**src/rtl/bus_arb_pkg.sv**
```systemverilog
// Shared types for the unified instruction/data bus arbiter.
package bus_arb_pkg;

    typedef enum logic {
        OWNER_INST = 1'b0,
        OWNER_DATA = 1'b1
    } owner_t;

    typedef enum logic [1:0] {
        ARB_IDLE        = 2'd0,
        ARB_LOCKED_INST = 2'd1,
        ARB_LOCKED_DATA = 2'd2
    } arb_state_t;

    function automatic owner_t other_owner(input owner_t o);
        return (o == OWNER_INST) ? OWNER_DATA : OWNER_INST;
    endfunction

    function automatic arb_state_t lock_state(input owner_t o);
        return (o == OWNER_INST) ? ARB_LOCKED_INST : ARB_LOCKED_DATA;
    endfunction

endpackage

```
**src/rtl/arbiter_owner_fifo.sv**
```systemverilog
// Owner FIFO: records which master issued each outstanding read, in request order.
module arbiter_owner_fifo
    import bus_arb_pkg::*;
#(
    parameter int DEPTH = 2
) (
    input  logic   clock,
    input  logic   reset,
    input  logic   push,
    input  logic   pop,
    input  owner_t owner_in,
    output owner_t owner_out,
    output logic   full,
    output logic   empty
);
    localparam int PTR_W = (DEPTH > 1) ? $clog2(DEPTH) : 1;
    localparam int CNT_W = $clog2(DEPTH) + 1;

    owner_t           slots [DEPTH];
    logic [PTR_W-1:0] wr_ptr, rd_ptr;
    logic [CNT_W-1:0] count;
    logic             do_push, do_pop;

    // A pop on an empty FIFO is ignored; a push on a full FIFO is only legal with a pop.
    assign do_pop  = pop & ~empty;
    assign do_push = push & (~full | do_pop);
    assign empty   = (count == '0);
    assign full    = (count == CNT_W'(DEPTH));
    assign owner_out = slots[rd_ptr];

    function automatic logic [PTR_W-1:0] next_ptr(input logic [PTR_W-1:0] p);
        return (p == PTR_W'(DEPTH - 1)) ? '0 : p + 1'b1;
    endfunction

    // NOTE: sequential state uses non-blocking assignments so every register samples pre-edge values.
    always_ff @(posedge clock or negedge reset) begin
        if (!reset) begin
            wr_ptr <= '0;
            rd_ptr <= '0;
            count  <= '0;
        end else begin
            if (do_push) wr_ptr <= next_ptr(wr_ptr);
            if (do_pop)  rd_ptr <= next_ptr(rd_ptr);
            if (do_push && !do_pop)      count <= count + 1'b1;
            else if (do_pop && !do_push) count <= count - 1'b1;
        end
    end

    // NOTE: slot storage is not reset; the count and pointers alone define which slots are live.
    always_ff @(posedge clock) begin
        if (do_push) slots[wr_ptr] <= owner_in;
    end

endmodule

```
**src/rtl/unified_bus_arbiter.sv**
```systemverilog
// Two-master (fetch/data) to one-slave bus arbiter with in-order read response routing.
// Define ARBITER_ROUND_ROBIN_EN for round-robin contention; default is DATA over INST.
module unified_bus_arbiter
    import bus_arb_pkg::*;
#(
    parameter int MAX_OUTSTANDING = 2
) (
    input  logic        clock,
    input  logic        reset,
    input  logic [31:0] inst_address,
    input  logic        inst_read_enable,
    output logic        inst_wait_req,
    output logic        inst_valid,
    output logic [31:0] inst_read_data,
    input  logic [31:0] data_address,
    input  logic        data_read_enable,
    input  logic        data_write_enable,
    input  logic [31:0] data_write_data,
    input  logic [3:0]  data_byte_enable,
    output logic        data_wait_req,
    output logic        data_valid,
    output logic [31:0] data_read_data,
    output logic [31:0] mem_address,
    output logic [31:0] mem_write_data,
    output logic [3:0]  mem_byte_enable,
    output logic        mem_read_enable,
    output logic        mem_write_enable,
    input  logic        mem_wait_req,
    input  logic        mem_valid,
    input  logic [31:0] mem_read_data
);
    arb_state_t state, state_next;
    owner_t     grant_owner, priority_owner, head_owner;
    logic       inst_req, data_req, grant_active, grant_read, grant_write;
    logic       read_blocked, accept, fifo_full, fifo_empty, response;

    assign inst_req = inst_read_enable;
    assign data_req = data_read_enable | data_write_enable;

`ifdef ARBITER_ROUND_ROBIN_EN
    owner_t rr_ptr;

    // rr_ptr names the master that wins the next tie: the one not granted last.
    always_ff @(posedge clock or negedge reset) begin
        if (!reset)      rr_ptr <= OWNER_INST;
        else if (accept) rr_ptr <= other_owner(grant_owner);
    end

    assign priority_owner = rr_ptr;
`else
    assign priority_owner = OWNER_DATA;
`endif

    // NOTE: every always_comb output gets a default first so no path can infer a latch.
    always_comb begin
        grant_active = 1'b0;
        grant_owner  = OWNER_INST;
        unique case (state)
            ARB_IDLE: begin
                grant_active = inst_req | data_req;
                if (inst_req && data_req) grant_owner = priority_owner;
                else if (data_req)        grant_owner = OWNER_DATA;
            end
            ARB_LOCKED_INST: grant_active = inst_req;
            ARB_LOCKED_DATA: begin
                grant_active = data_req;
                grant_owner  = OWNER_DATA;
            end
            default: ;
        endcase
        if (!reset) grant_active = 1'b0;
    end

    assign grant_read  = grant_active & ((grant_owner == OWNER_INST) ? inst_read_enable
                                                                     : data_read_enable);
    assign grant_write = grant_active & (grant_owner == OWNER_DATA) & data_write_enable;

    // A same-cycle response frees a slot, so a full FIFO only blocks without mem_valid.
    assign read_blocked = grant_read & fifo_full & ~mem_valid;
    assign accept       = grant_active & ~mem_wait_req & ~read_blocked;

    assign mem_read_enable  = grant_read & ~read_blocked;
    assign mem_write_enable = grant_write;
    assign mem_address      = (grant_owner == OWNER_DATA) ? data_address : inst_address;
    assign mem_write_data   = data_write_data;
    assign mem_byte_enable  = (grant_owner == OWNER_DATA) ? data_byte_enable : 4'hF;

    assign inst_wait_req = ~(grant_active && grant_owner == OWNER_INST) | mem_wait_req | read_blocked;
    assign data_wait_req = ~(grant_active && grant_owner == OWNER_DATA) | mem_wait_req | read_blocked;

    always_comb begin
        state_next = ARB_IDLE;
        if (grant_active && !accept) state_next = lock_state(grant_owner);
    end

    always_ff @(posedge clock or negedge reset) begin
        if (!reset) state <= ARB_IDLE;
        else        state <= state_next;
    end

    arbiter_owner_fifo #(.DEPTH(MAX_OUTSTANDING)) u_owner_fifo (
        .clock     (clock),
        .reset     (reset),
        .push      (accept & grant_read),
        .pop       (reset & mem_valid),
        .owner_in  (grant_owner),
        .owner_out (head_owner),
        .full      (fifo_full),
        .empty     (fifo_empty)
    );

    assign response       = reset & mem_valid & ~fifo_empty;
    assign inst_valid     = response & (head_owner == OWNER_INST);
    assign data_valid     = response & (head_owner == OWNER_DATA);
    assign inst_read_data = mem_read_data;
    assign data_read_data = mem_read_data;

`ifndef SYNTHESIS
    always_ff @(posedge clock) begin
        if (reset && mem_valid)
            assert (!fifo_empty) else $warning("mem_valid with no outstanding read");
    end
`endif

endmodule

```
**config.mk**
```make
export PLATFORM = sky130hd
export DESIGN_NAME = unified_bus_arbiter
export DESIGN_NICKNAME = d
export VERILOG_FILES = /design/src/rtl/bus_arb_pkg.sv /design/src/rtl/arbiter_owner_fifo.sv /design/src/rtl/unified_bus_arbiter.sv
export SDC_FILE = /design/constraint.sdc
export NUM_CORES = 1
export LEC_CHECK = 0
export ABC_CLOCK_PERIOD_IN_PS = 1600
export BUFFER_PORTS_ARGS = -buffer_cell sky130_fd_sc_hd__buf_2
export CAP_MARGIN = 20
export CORE_AREA = 2 2 107 109
export CTS_CLUSTER_DIAMETER = 150
export DETAILED_ROUTE_END_ITERATION = 12
export DIE_AREA = 0 0 109 111
export GPL_ROUTABILITY_DRIVEN = 1
export GPL_TIMING_DRIVEN = 0
export MAX_ROUTING_LAYER = met4
export PLACE_DENSITY = 0.55
export SKIP_LAST_GASP = 1
export SLEW_MARGIN = 40
export SYNTH_ARGS = -nofsm -noshare
export SYNTH_HDL_FRONTEND = slang
export SYNTH_SLANG_ARGS = --single-unit
```
**constraint.sdc**
```tcl
create_clock -name clock -period 1.6 [get_ports clock]
set_clock_uncertainty 0.1 [all_clocks]
set_input_delay 0.08 -clock clock [delete_from_list [all_inputs] [get_ports clock]]
set_output_delay 0.08 -clock clock [all_outputs]
set_load 0.01 [all_outputs]
```
Yosys cells after proc, flatten, opt, wreduce, memory -nomap -nowiden:

Memory sizes are Yosys's and may differ from the RTL's.
Index checks and enable logic that the tools add are counted.

* add/sub/neg operators: 4
* bitwise gates (word level): 30
* mux-type cells: 16
* equal/unequal tests: 3
* reductions and logical operators: 12

Operator list (number)
* $mux W32: 1
* $and A1 B1 Y1: 14
* $not A1 Y1: 9
* $mux W1: 8
* $mux W2: 4
* $or A1 B1 Y1: 7
* $logic_and A1 B1 Y1: 6
* $eq A2 B2 Y1 const B: 2
* $logic_not A2 Y1: 2
* $mux W4: 1
* $logic_not A1 Y1: 3
* $pmux W1 S3: 1
* $add A1 B1 Y1 const B: 2
* $add A2 B1 Y2 const B: 1
* $eq A2 B1 Y1 const B: 1
* $pmux W1 S2: 1
* $reduce_bool A2 Y1: 1
* $sub A2 B1 Y2 const B: 1

* output and inout bits: 138
* register bits after elaboration: 6
* logic and storage cells: 70
* memories kept: 1
* input port bits: 139
* memory bits (writable): 2

Memory list
* u_owner_fifo.slots: words 2, width 1, rd ports 1, clocked after Yosys merged registers in 0, wr ports 1, line arbiter_owner_fifo.sv:19 `owner_t slots [DEPTH];`

Longest topological paths before layout:

* word-level depth: 16
* mapped depth: 8
* gate-level depth less buffers: 8

By module:

A second synthesis with hierarchy kept.

* cell total of the unflattened synthesis: 186
* area, all modules: 1751.7 µm²

Modules (own cells, without submodules)
* unified_bus_arbiter: sequential area each 50.0 µm², cells each 163, instances 1, area an instance 1462.7 µm²
* arbiter_owner_fifo: sequential area each 160.2 µm², cells each 23, instances 1, area an instance 289.0 µm²

Worst setup path after synthesis:

OpenSTA, ideal clock, no wires.

* path type: reg2reg
* from: register state[0]
* to: register u_owner_fifo.count[1]
* cell stages (with the launch flop): 9
* arrival: 1547 ps
* path buffers: 0
* setup slack: -126 ps
* library setup time: 79 ps
* required time: 1421 ps
* cell sequence: dfrtp_1 -> nand2b_1 -> a22o_2 -> nand4b_1 -> inv_1 -> ha_1 -> xor2_1 -> nor2_1 -> xor2_1

* word-level cells in the longest chain between the ends: 13
* elaborated cells between the ends (all ways): 20

RTL lines
* start: declaration: line unified_bus_arbiter.sv:32 `arb_state_t state, state_next;`
* start signal: assignment: line unified_bus_arbiter.sv:98 `else state <= state_next;`
* $eq A2 B2 Y1 (tied with other cells): line unified_bus_arbiter.sv:58 `unique case (state)`
* $pmux W1 S3 or $pmux W1 S2 (tied branches): line unified_bus_arbiter.sv:58
* $mux W1 (on tied branches): line unified_bus_arbiter.sv:71, unified_bus_arbiter.sv:74
* $and A1 B1 Y1: line unified_bus_arbiter.sv:74 `assign grant_read = grant_active & ((grant_owner == OWNER_INST) ? inst_read_enable`
* $and A1 B1 Y1 (2 in a row): line unified_bus_arbiter.sv:79 `assign read_blocked = grant_read & fifo_full & ~mem_valid;`
* $not A1 Y1: line unified_bus_arbiter.sv:80 `assign accept = grant_active & ~mem_wait_req & ~read_blocked;`
* $and A1 B1 Y1: line unified_bus_arbiter.sv:80
* $and A1 B1 Y1 (*): line unified_bus_arbiter.sv:104 `.push (accept & grant_read),`
* $and A1 B1 Y1 (*): line arbiter_owner_fifo.sv:26 `assign do_push = push & (~full | do_pop);`
* $logic_not A1 Y1: line arbiter_owner_fifo.sv:45 `else if (do_pop && !do_push) count <= count - 1'b1;`
* $logic_and A1 B1 Y1: line arbiter_owner_fifo.sv:45
* $reduce_bool A2 Y1 (no line)
* end signal: assignment: line arbiter_owner_fifo.sv:44 `if (do_push && !do_pop) count <= count + 1'b1;`
* end signal: assignment: line arbiter_owner_fifo.sv:45
* end: declaration: line arbiter_owner_fifo.sv:21 `logic [CNT_W-1:0] count;`

Mark *: on every way between the ends. The rest lies on a longest branch, timed or not.
A chain may end at the register's enable or synchronous reset.

Final worst setup path:

* from: register state[1]
* to: output port mem_address[18]

* word-level cells in the longest chain between the ends: 3
* elaborated cells between the ends (all ways): 4

RTL lines
* $eq A2 B2 Y1 or $logic_not A2 Y1 (tied branches): line unified_bus_arbiter.sv:58
* $pmux W1 S2 (*): line unified_bus_arbiter.sv:58
* $mux W32 (*): line unified_bus_arbiter.sv:84 `assign mem_address = (grant_owner == OWNER_DATA) ? data_address : inst_address;`
* end: declaration: line unified_bus_arbiter.sv:23 `output logic [31:0] mem_address,`

Marks and branches as above.

==> flow_metrics.env <==
export IMPL_hold_path_startpoint="mem_wait_req"
export IMPL_num_vias=1973
export IMPL_die_w_um=109
export IMPL_rows=39
export IMPL_cts_inserted_buffers=3
export IMPL_met3RoutedLength_um=689
export IMPL_timing_final_crit_period_ns=1.77
export IMPL_drt_first_pass_iters=4
export IMPL_hold_viol_final=0
export IMPL_worstHoldPathType="input port to flip-flop"
export IMPL_worst_r2r_cell_count=8
export IMPL_route_met2_wl_um=3300
export IMPL_grt_setup_unrepaired="true"
export IMPL_average_instance_area_after_synthesis_sq_um=9.50
export IMPL_postLayoutSetupSlackWorst_ns=-0.171
export IMPL_core_sq_um=11100
export IMPL_num_nets_final=553
export IMPL_finalSetupTns_ns=-4.95
export IMPL_yosysWarnings=0
export IMPL_antennaDiodeCount=0
export IMPL_final_min_period_over_clock_period_pct=111
export IMPL_place_port_buffers=212
export IMPL_tritoncts="done"
export IMPL_chipHeight_um=111
export IMPL_syn_area_sq_um=1720
export IMPL_gp_congestion=0.785
export IMPL_synth_seq_area_share_pct=12.2
export IMPL_critical_path_class="flip-flop to primary output"
export IMPL_postSynthCellCount=181
export IMPL_critPathCaptureType="primary output"
export IMPL_crit_arrival_ns=1.59
export IMPL_place_hpwl_um=5180
export IMPL_path_delay_family="buffers and inverters"
export IMPL_final_setup_viol_count=35
export IMPL_topRoutingLayerUsed="met4"
export IMPL_detail_route_wirelength_um=6080
export IMPL_clock_root_buffer="sky130_fd_sc_hd__clkbuf_16"
export IMPL_grtUsageTotal_pct=8.86
export IMPL_count_of_pins_over_their_slew_limit=0
export IMPL_routedWlPerCell_um=11.0
export IMPL_drc_errors=0
export IMPL_worst_path_buf_inv=3
export IMPL_layoutNonFillerInstCount=555
export IMPL_floorplan_die_area_sq_um=12100
export IMPL_worst_ir_drop_vdd_mv=0.542
export IMPL_max_cap_violations=0
export IMPL_detail_route_vias_per_cell=3.55
export IMPL_grt_pass1_wl_um=8210
export IMPL_tightestPinTransition_ns=0.278
export IMPL_crit_fanout=5
export IMPL_holdPathEnd="state[1]"
export IMPL_fmaxAchievable_ghz=0.565
export IMPL_synthToLayoutAreaGrowth_pct=106
export IMPL_timing_hold_ws_ns=0.0447
export IMPL_synth_net_count=321
export IMPL_clkSlewWorstSetupHoldPaths_ns=0.04
export IMPL_timing_max_slew_rel_slack_pct=81.4
export IMPL_timing_critical_path_cells="nor3_4 > nor2_4 > buf_8 > buf_12 > mux2_4 > buf_6"
export IMPL_maximum_number_of_pins_on_one_net_before_global_route_repair=8
export IMPL_utilization_pct=31.9
export IMPL_crit_required_ns=1.42
export IMPL_reg2reg_setup_slack_ns=-0.10
export IMPL_dpl_cell_count=536
export IMPL_crit_path_start_kind="flip-flop"
export IMPL_yosysUniqueCellTypes=28
export IMPL_drt_first_iter_violations=46
export IMPL_worstReg2RegStart="state[0]"
export IMPL_cts_htree_levels=1
export IMPL_clk_path_buf_depth=2
export IMPL_grt_pass1_vias=1795
export IMPL_status="finished, violations left"
export IMPL_regToRegEndpoint="u_owner_fifo.count[1]"
export IMPL_hold_path_depth=3
export IMPL_static_leakage_power_nw=2.03
export IMPL_ys_ff_latch=8
export IMPL_global_route_overflow_total=0
export IMPL_timing_critical_path_slowest_cell_delay_ns=0.39
export IMPL_met1Wirelength_um=2080
export IMPL_start_util_pct=15.5
export IMPL_top_level_ports=277
export IMPL_critical_path_slowest_cell="sky130_fd_sc_hd__dfrtp_1"
export IMPL_ant_nets=0
export IMPL_powerDensity_nw_per_um2=576
export IMPL_pre_cts_slack_ns=-0.256
export IMPL_clkLatencyLatePin_ns=0.23
export IMPL_antenna_violations_before_repair=0
export IMPL_violations_in_the_final_reports="setup timing"
export IMPL_clock_sink_count=8
export IMPL_fraction_of_final_layout_cells_with_drive_strength_greater_than_1_pct=90.8
==> synthesized netlist by cell type <==
cell	n	share of area [%]
sky130_fd_sc_hd__buf_12	2	2.3
sky130_fd_sc_hd__ha_1	1	0.73
sky130_fd_sc_hd__mux2_4	27	24
sky130_fd_sc_hd__nor2b_1	2	0.73
sky130_fd_sc_hd__a22o_2	1	0.58
sky130_fd_sc_hd__nand2b_1	1	0.36
sky130_fd_sc_hd__nand2_1	5	1.1
sky130_fd_sc_hd__buf_4	96	42
sky130_fd_sc_hd__and3_1	2	0.73
sky130_fd_sc_hd__edfxtp_1	2	3.5
sky130_fd_sc_hd__nor3_1	1	0.29
sky130_fd_sc_hd__nor2_4	1	0.65
sky130_fd_sc_hd__o211ai_1	1	0.44
sky130_fd_sc_hd__buf_8	1	0.87
sky130_fd_sc_hd__o21ai_0	2	0.58
sky130_fd_sc_hd__dfrtp_1	6	8.7
sky130_fd_sc_hd__nor3b_1	1	0.44
sky130_fd_sc_hd__a21oi_1	1	0.29
sky130_fd_sc_hd__nor3_4	1	0.95
sky130_fd_sc_hd__xor2_1	2	1.0
sky130_fd_sc_hd__nor2_1	7	1.5
sky130_fd_sc_hd__or3_2	4	1.7
sky130_fd_sc_hd__or3_1	1	0.36
sky130_fd_sc_hd__inv_1	3	0.65
sky130_fd_sc_hd__xnor2_1	3	1.5
sky130_fd_sc_hd__mux2i_1	1	0.58
sky130_fd_sc_hd__mux2_2	5	3.3
sky130_fd_sc_hd__nand4b_1	1	0.51
==> cells in the final DEF, fill, tap and decap left out, types with 2 or more instances in the layout <==
cell                        synthesis  final
sky130_fd_sc_hd__edfxtp_1           2      2
sky130_fd_sc_hd__nor2b_1            2      2
sky130_fd_sc_hd__and3_1             2      2
sky130_fd_sc_hd__or3_4              0      4
sky130_fd_sc_hd__xor2_1             2      2
sky130_fd_sc_hd__xnor2_1            3      3
sky130_fd_sc_hd__buf_16             0      3
sky130_fd_sc_hd__mux2_4            27     27
sky130_fd_sc_hd__nor2_4             1      2
sky130_fd_sc_hd__clkbuf_16          0      3
sky130_fd_sc_hd__buf_12             2      5
sky130_fd_sc_hd__buf_6              0     37
sky130_fd_sc_hd__buf_4             96    103
sky130_fd_sc_hd__dfrtp_2            0      2
sky130_fd_sc_hd__nor2_1             7      6
sky130_fd_sc_hd__buf_2              0    176
sky130_fd_sc_hd__nand2_1            5      5
sky130_fd_sc_hd__inv_1              3      2
sky130_fd_sc_hd__mux2_2             5      5
sky130_fd_sc_hd__dfrtp_1            6      4
==> stage by stage <==
stage | power, W | instance area [sq um]
after floorplan | 0.000971 | 1730
after global placement | 0.00132 | 2970
after detailed placement | 0.00133 | 2970
after CTS | 0.00200 | 3470
after global routing | 0.00218 | 3540
final | 0.00204 | 3540
==> tightest hold or removal path, delay by kind of cell <==
| family | cells | cell delay, ns |
|---|---|---|
| AO/OA/AOI/OAI | 2 | 0.14 |
| buffers and inverters | 1 | 0.12 |
==> flip-flops by register name (all words and copies together), names as in the netlist <==
| register | count |
|---|---|
| u_owner_fifo.count | 2 |
| u_owner_fifo.slots | 2 |
| u_owner_fifo.wr_ptr | 1 |
| u_owner_fifo.rd_ptr | 1 |
| state | 2 |
==> area by class of cell <==
| class | count | area (sq um) |
|---|---|---|
| well taps | 143 | 179 |
| repair buffers | 227 | 1500 |
| fillers | 1166 | 7540 |
| multi-input cells | 71 | 776 |
| plain buffers | 99 | 781 |
| flip-flops and latches | 8 | 213 |
| clock buffers | 4 | 78.8 |
| inverters | 3 | 11.3 |
==> worst max-delay path by stage <==
stage	from	to	slack [ns]	cells after the start
6_report	state[1]	mem_address[18]	-0.17	6
5_1_grt	state[1]	mem_address[18]	-0.25	6
4_1_cts	state[1]	mem_address[20]	-0.18	6
3_5_place_dp	state[0]	u_owner_fifo.count[1]	-0.26	8
3_3_place_gp	state[0]	u_owner_fifo.count[1]	-0.24	8
2_1_floorplan	state[0]	u_owner_fifo.count[1]	-0.12	8
==> timing repair <==
action / in CTS / in global routing
hold endpoints to repair: 6 / 0
gates cloned: 3 / 0
pin swaps: 6 / 1
resized for setup: 45 / 17
setup endpoints to repair: 37 / 43
hold buffers: 1 / 0
setup buffers: 10 / 1
==> report_power, final <==
part           switching, W  internal, W  leakage [nW]
Combinational      0.000455     0.000802          1.90
Clock              0.000104     0.000333        0.0382
Sequential        0.0000663     0.000276        0.0887
==> cells by family (layout without fill, tap and decap cells) <==
| group | count (synthesis) | after routing | share of synthesized area (%) |
|---|---|---|---|
| fa+ha+maj | 1 | 1 | 0.728 |
| simple gates | 27 | 27 | 9.39 |
| xor+xnor | 5 | 5 | 2.55 |
| compound gates | 5 | 5 | 1.89 |
| mux | 33 | 33 | 27.4 |
| flops | 8 | 8 | 12.2 |
| buf+inv | 102 | 333 | 45.8 |
==> metal layers <==
metal  vias to the layer above  track usage [%]
met1                       884             9.42
met5                         -                -
met3                         2             2.59
met2                       129             16.4
met4                         0             1.20
li1                        958                -
No activity file was read; power rests on OpenSTA's default activity.
